$ cat src/rtl/sram_fb_reader.sv
// Raster-order framebuffer reader: fetches one pixel per two-cycle async SRAM
// read starting at BASE_ADDR and streams the words out through a small FIFO.
module sram_fb_reader #(
    parameter int                   ADDR_BITS  = 20,
    parameter int                   DATA_BITS  = 16,
    parameter int                   PIXEL_BITS = 12,
    parameter int                   H_VISIBLE  = 640,
    parameter int                   V_VISIBLE  = 480,
    parameter logic [ADDR_BITS-1:0] BASE_ADDR  = {ADDR_BITS{1'b0}},
    parameter int                   FIFO_DEPTH = 16
) (
    input  logic                  clk,
    input  logic                  reset_n,
    input  logic                  enable,
    input  logic                  frame_start,
    output logic [ADDR_BITS-1:0]  sram_io_addr,
    input  logic [DATA_BITS-1:0]  sram_io_data,
    output logic                  sram_io_we_n,
    output logic                  sram_io_oe_n,
    output logic                  sram_io_ce_n,
    output logic                  pixel_valid,
    input  logic                  pixel_ready,
    output logic [PIXEL_BITS-1:0] pixel_data,
    output logic                  pixel_last
);

    localparam int NUM_PIXELS = H_VISIBLE * V_VISIBLE;
    localparam int IDX_BITS   = (NUM_PIXELS > 1) ? $clog2(NUM_PIXELS) : 1;
    localparam int PTR_BITS   = $clog2(FIFO_DEPTH);
    localparam int CNT_BITS   = PTR_BITS + 1;
    localparam int ENTRY_BITS = PIXEL_BITS + 1;
    localparam logic [IDX_BITS-1:0] LAST_IDX  = IDX_BITS'(NUM_PIXELS - 1);
    localparam logic [CNT_BITS-1:0] DEPTH_CNT = CNT_BITS'(FIFO_DEPTH);

    typedef enum logic [1:0] {
        ST_IDLE = 2'd0,
        ST_ADDR = 2'd1,
        ST_DATA = 2'd2
    } state_t;

    state_t                  state_r, state_nxt_s;
    logic [IDX_BITS-1:0]     idx_r, idx_nxt_s;
    logic [ADDR_BITS-1:0]    fetch_addr_r, fetch_addr_nxt_s;
    logic [ADDR_BITS-1:0]    addr_r;
    logic                    ce_n_r, oe_n_r;
    logic [ENTRY_BITS-1:0]   fifo_mem_r [FIFO_DEPTH];
    logic [PTR_BITS-1:0]     wr_ptr_r, rd_ptr_r;
    logic [CNT_BITS-1:0]     count_r;
    logic [CNT_BITS-1:0]     pending_s;
    logic                    inflight_s, issue_ok_s, push_s, pop_s, is_last_s;
    logic                    data_unused_s;

    assign data_unused_s = ^sram_io_data[DATA_BITS-1:PIXEL_BITS];

    // Issue gating: a read may start only if its word is guaranteed a FIFO slot.
    always_comb begin
        inflight_s = (state_r == ST_ADDR) || (state_r == ST_DATA);
        pending_s  = count_r + {{(CNT_BITS-1){1'b0}}, inflight_s};
        issue_ok_s = enable && (pending_s < DEPTH_CNT);
        push_s     = (state_r == ST_DATA) && !frame_start;
        pop_s      = (count_r != {CNT_BITS{1'b0}}) && pixel_ready && !frame_start;
        is_last_s  = (idx_r == LAST_IDX);
    end

    // Read sequencer next state; frame_start overrides everything.
    always_comb begin
        state_nxt_s = state_r;
        if (frame_start) begin
            state_nxt_s = ST_IDLE;
        end else begin
            case (state_r)
                ST_IDLE: state_nxt_s = issue_ok_s ? ST_ADDR : ST_IDLE;
                ST_ADDR: state_nxt_s = ST_DATA;
                ST_DATA: state_nxt_s = issue_ok_s ? ST_ADDR : ST_IDLE;
                default: state_nxt_s = ST_IDLE;
            endcase
        end
    end

    // Pixel index and matching SRAM address advance together, no multiplier.
    always_comb begin
        idx_nxt_s        = idx_r;
        fetch_addr_nxt_s = fetch_addr_r;
        if (frame_start) begin
            idx_nxt_s        = {IDX_BITS{1'b0}};
            fetch_addr_nxt_s = BASE_ADDR;
        end else if (push_s) begin
            if (is_last_s) begin
                idx_nxt_s        = {IDX_BITS{1'b0}};
                fetch_addr_nxt_s = BASE_ADDR;
            end else begin
                idx_nxt_s        = idx_r + IDX_BITS'(1);
                fetch_addr_nxt_s = fetch_addr_r + ADDR_BITS'(1);
            end
        end else begin
            idx_nxt_s        = idx_r;
            fetch_addr_nxt_s = fetch_addr_r;
        end
    end

    // State and index registers.
    always_ff @(posedge clk or negedge reset_n) begin
        if (!reset_n) begin
            state_r      <= ST_IDLE;
            idx_r        <= {IDX_BITS{1'b0}};
            fetch_addr_r <= BASE_ADDR;
        end else begin
            state_r      <= state_nxt_s;
            idx_r        <= idx_nxt_s;
            fetch_addr_r <= fetch_addr_nxt_s;
        end
    end

    // SRAM pins are registered from the next state so they only move on ADDR entry or return to idle.
    always_ff @(posedge clk or negedge reset_n) begin
        if (!reset_n) begin
            addr_r <= {ADDR_BITS{1'b0}};
            ce_n_r <= 1'b1;
            oe_n_r <= 1'b1;
        end else begin
            if (state_nxt_s == ST_ADDR) begin
                addr_r <= fetch_addr_nxt_s;
            end else begin
                addr_r <= addr_r;
            end
            ce_n_r <= (state_nxt_s == ST_IDLE);
            oe_n_r <= (state_nxt_s == ST_IDLE);
        end
    end

    // Output FIFO: storage, pointers and occupancy; flushed by frame_start.
    always_ff @(posedge clk or negedge reset_n) begin
        if (!reset_n) begin
            for (int i = 0; i < FIFO_DEPTH; i++) begin
                fifo_mem_r[i] <= {ENTRY_BITS{1'b0}};
            end
            wr_ptr_r <= {PTR_BITS{1'b0}};
            rd_ptr_r <= {PTR_BITS{1'b0}};
            count_r  <= {CNT_BITS{1'b0}};
        end else if (frame_start) begin
            wr_ptr_r <= {PTR_BITS{1'b0}};
            rd_ptr_r <= {PTR_BITS{1'b0}};
            count_r  <= {CNT_BITS{1'b0}};
        end else begin
            if (push_s) begin
                fifo_mem_r[wr_ptr_r] <= {is_last_s, sram_io_data[PIXEL_BITS-1:0]};
                wr_ptr_r             <= wr_ptr_r + PTR_BITS'(1);
            end
            if (pop_s) begin
                rd_ptr_r <= rd_ptr_r + PTR_BITS'(1);
            end
            case ({push_s, pop_s})
                2'b10:   count_r <= count_r + CNT_BITS'(1);
                2'b01:   count_r <= count_r - CNT_BITS'(1);
                default: count_r <= count_r;
            endcase
        end
    end

    assign sram_io_addr = addr_r;
    assign sram_io_we_n = 1'b1;
    assign sram_io_oe_n = oe_n_r;
    assign sram_io_ce_n = ce_n_r;
    assign pixel_valid  = (count_r != {CNT_BITS{1'b0}});
    assign pixel_data   = fifo_mem_r[rd_ptr_r][PIXEL_BITS-1:0];
    assign pixel_last   = fifo_mem_r[rd_ptr_r][PIXEL_BITS];

endmodule
$ cat config.mk
export PLATFORM = sky130hd
export DESIGN_NAME = sram_fb_reader
export DESIGN_NICKNAME = d
export VERILOG_FILES = /design/src/rtl/sram_fb_reader.sv
export SDC_FILE = /design/constraint.sdc
export NUM_CORES = 1
export LEC_CHECK = 0
export CAP_MARGIN = 30
export CORE_AREA = 2 2 227 173
export DETAILED_ROUTE_END_ITERATION = 10
export DIE_AREA = 0 0 229 175
export GPL_TIMING_DRIVEN = 0
export PLACE_DENSITY = 0.48
export SLEW_MARGIN = 40
export SYNTH_ARGS = -nofsm -noshare
export SYNTH_HDL_FRONTEND = slang
export SYNTH_SLANG_ARGS = --single-unit
$ cat constraint.sdc
create_clock -name clk -period 2.75 [get_ports clk]
set_input_delay 0.275 -clock clk [delete_from_list [all_inputs] [get_ports clk]]
set_output_delay 0.275 -clock clk [all_outputs]
set_load 0.03 [all_outputs]
==> results by group <==
Synth
  – Mapped Area: 0.0131 mm^2
  – Mean Syn Cell Area: 14.2 um^2
  – Post-synthesis async set-or-reset flop share: between 90% and 100%
  – Register area share after synthesis: roughly 54%
  – Post-synth top area share: 53.8%
  – EDFF count, synth: 0
  – Top cells by area, synth: dfrtp_1, mux2_2, mux4_2
  – Flops & latches, synth: about 280
  – Synth Warn #: 0
  – Leading area contributor after synthesis: dfrtp_1
  – Post-Syn Nets: approximately 960
  – Syn Inst Count: 921
  – Yosys cell types: 54
  – Predominant post-synthesis flop cell: dfrtp_1

Die
  – FP Rows: slightly above 60
  – Core ar.: roughly 0.038 mm^2
  – Die ar.: 0.0401 mm^2
  – Initial Util: between 30% and 40%
  – Ports: 58
  – Chip Width: 229 um
  – Die height: between 150 and 200 um

Drt
  – DR iter-0 viols: 503
  – WL/cell: between 20 and 25 um
  – Antenna-violating nets left: 0
  – WL final: between 30,000 and 40,000 um
  – DR vias/cell: between 5 and 6
  – DR pass1 iterations: 4
  – Vias: 7,789
  – # DRC: 0

Min path
  – Hold Path Class: in -> async

Timing
  – Period utilisation layout: 106%
  – Post-route setup slack: -153 ps
  – Final hold vios: 0
  – Final setup vio count: 13
  – Final slew viol count: 0
  – RSZ-0062 raised after global routing: true
  – Setup TNS Final: -1500 ps
  – Fmax: 0.345 GHz
  – Setup Skew: around 8.8 ps
  – Final period demand of the worst path: approximately 2900 ps
  – Slew @ Worst Pin: between 800 and 900 ps
  – Slew HR: 46.3%

Worst setup path
  – Worst EP arrival: roughly 2600 ps
  – CP Capture Type: output pin
  – Crit start category: flip-flop
  – WP buf/inv: 3
  – Crit path max fanout: 9
  – Cell family with most CP delay: multiplexers
  – Most frequent CP cell: mux4_2
  – Max incr delay on CP: ~570 ps
  – CP Cell Sequence: clkbuf_16 -> buf_16 -> mux4_2 -> mux4_2 -> buf_6
  – Critical path type: reg -> out
  – Required time worst endpoint: approximately 2500 ps
  – Highest-delay cell along the critical path: mux4_2

Global routing
  – GRT Residual Overflow: 0
  – First-pass GRT wire length: roughly 50,000 um
  – Largest net degree at the start of global routing: 70
  – Antenna violations before repair: 1
  – Vias in the first global route: just over 8,000
  – All-Layer GR Usage: 16.1%

Placed design
  – DP Wirelength: approximately 22,000 um
  – Placed cells: roughly 1,500
  – DP Worst Slack: -682 ps
  – Placer Congestion: between 0.7 and 0.8
  – PortBufs: 51
  – Placed cell areas: 0.0144 mm^2

Cells and area
  – Core Util, Final: a little over two fifths
  – Fraction of layout cells with a size suffix above 1: between 30 and 40%
  – Area of the multi-input gates: about 0.0057 mm^2
  – Fin area: roughly 0.016 mm^2
  – # diodes: 0
  – Register area: ~0.0071 mm^2
  – Final-layout fill cell count: between 3,000 and 4,000
  – Fin nets: ~1,100
  – Cell Count, Final, Fillers Out: approximately 1,600
  – Layout area overhead: 21.4%
  – Most frequent cells in the layout: dfrtp_1, mux2_2, mux4_2
  – Commonest non-fill, non-tap cell in the layout: dfrtp_1

Clock network
  – CTS tree: built
  – CTS Root Cell: clkbuf_16
  – Max clock buf depth: 3
  – Clock latency on the worst-skew pair: ~570 ps
  – Num CTS Buffers: 31
  – Clock Sinks: 283
  – Clk pin slew, worst setup/hold paths: about 60 ps
  – H-tree levels: 1

Power
  – Max VDD drop: 0.472 mV
  – Leakage Power: 7.21 nW
  – Cell Pwr Density: between 700 and 800 mW/mm^2

Status
  – Outcome: finished with violations
  – Violated checks: negative setup slack

Run
  – Max-Cap Viols: 0
## sequential cells by signal, summed over array words and instances (netlist names)
signal and count:
state_r 2, sram_io_addr 20, wr_ptr_r 4, fetch_addr_r 20, idx_r 19, count_r 5, fifo_mem_r 208, rd_ptr_r 4
sram_io_oe_n 1
## report_power, final
group / internal, mW / switching [mW]
Clock: 3.04 / 1.77
Combinational: 1.25 / 1.33
Sequential: 4.33 / 0.106
Total: 8.61 / 3.20
## what timing repair did
action,in CTS,in global routing
hold buffers,2,0
endpoints found under the hold margin,55,0
pin swaps,1,0
endpoints found under the setup margin,74,40
buffers inserted,7,0
resized for setup,125,13
gates cloned,0,3
## final timing paths
check / endpoint / slack (ps) / startpoint / cells past startpoint
hold reg to reg: fifo_mem_r[194] / 480 / fifo_mem_r[194] / 2
setup reg to reg: count_r[4] / 150 / count_r[0] / 10
max in group asynchronous: fifo_mem_r[203] / 1470 / reset_n / 4
min in group clk: state_r[0] / 400 / enable / 3
setup / recovery: pixel_data[2] / -150 / rd_ptr_r[0] / 5
hold / removal: sram_io_addr[0] / 220 / reset_n / 2
## synthesized netlist by cell type, drive strengths merged (5+ instances only)
| master | count |
|---|---|
| a21oi | 10 |
| a22o | 5 |
| a31oi | 5 |
| and3 | 5 |
| buf | 28 |
| clkbuf | 32 |
| dfrtp | 282 |
| ha | 14 |
| inv | 22 |
| mux2 | 209 |
| mux2i | 19 |
| mux4 | 65 |
| nand2 | 31 |
| nand3 | 23 |
| nand4 | 10 |
| nor2 | 54 |
| nor3 | 11 |
| nor4 | 8 |
| o21ai | 15 |
| xnor2 | 14 |
| xor2 | 17 |
## cell families (layout without fill, tap and decap cells)
group                      after synthesis  after routing  synth area share, %
adders and majority gates               15             15                 1.49
DFF                                    283            283                 54.0
and+or+nand+nor                        166            166                 6.28
xor gates and xnor gates                31             31                 2.07
muxes                                  293            293                 30.6
AOI/OAI and AO/OA                       50             50                 2.50
other                                    1              1               0.0286
buffers and inverters                   82            205                 3.04
## stage by stage
step,power (mW),hold WS [ps]
after floorplan,5.88,-20.6
after global placement,6.73,463
after detailed placement,6.74,245
after CTS,11.8,226
after global routing,12.3,247
final,11.8,221
## routing by layer
layer / GRT usage, % / up-vias / routed length [um]
li1: - / 3556 / -
met2: 21.3 / 85 / 12400
met1: 27.0 / 4117 / 17600
met5: 0 / - / 0
met3: 2.48 / 31 / 924
met4: 3.25 / 0 / 571
## worst register-to-register path, delay by kind of cell, from the launching register on
family,cells,cell delay [ps]
multiplexers,1,350
adder cells (fa/ha/maj),1,220
AO/OA/AOI/OAI,3,520
buffers and inverters,1,60
flip-flops,1,390
AND/OR/NAND/NOR,4,960
## layout make-up
class / count / share of cell area, %
buffer: 59 / 2.78
clock buffer: 44 / 5.93
clock inverter: 13 / 1.58
inverter: 22 / 0.519
multi-input combinational: 556 / 35.7
sequential: 283 / 44.5
tap: 512 / 4.02
timing repair buffer: 67 / 4.96
(Power assumes the default switching activity.)
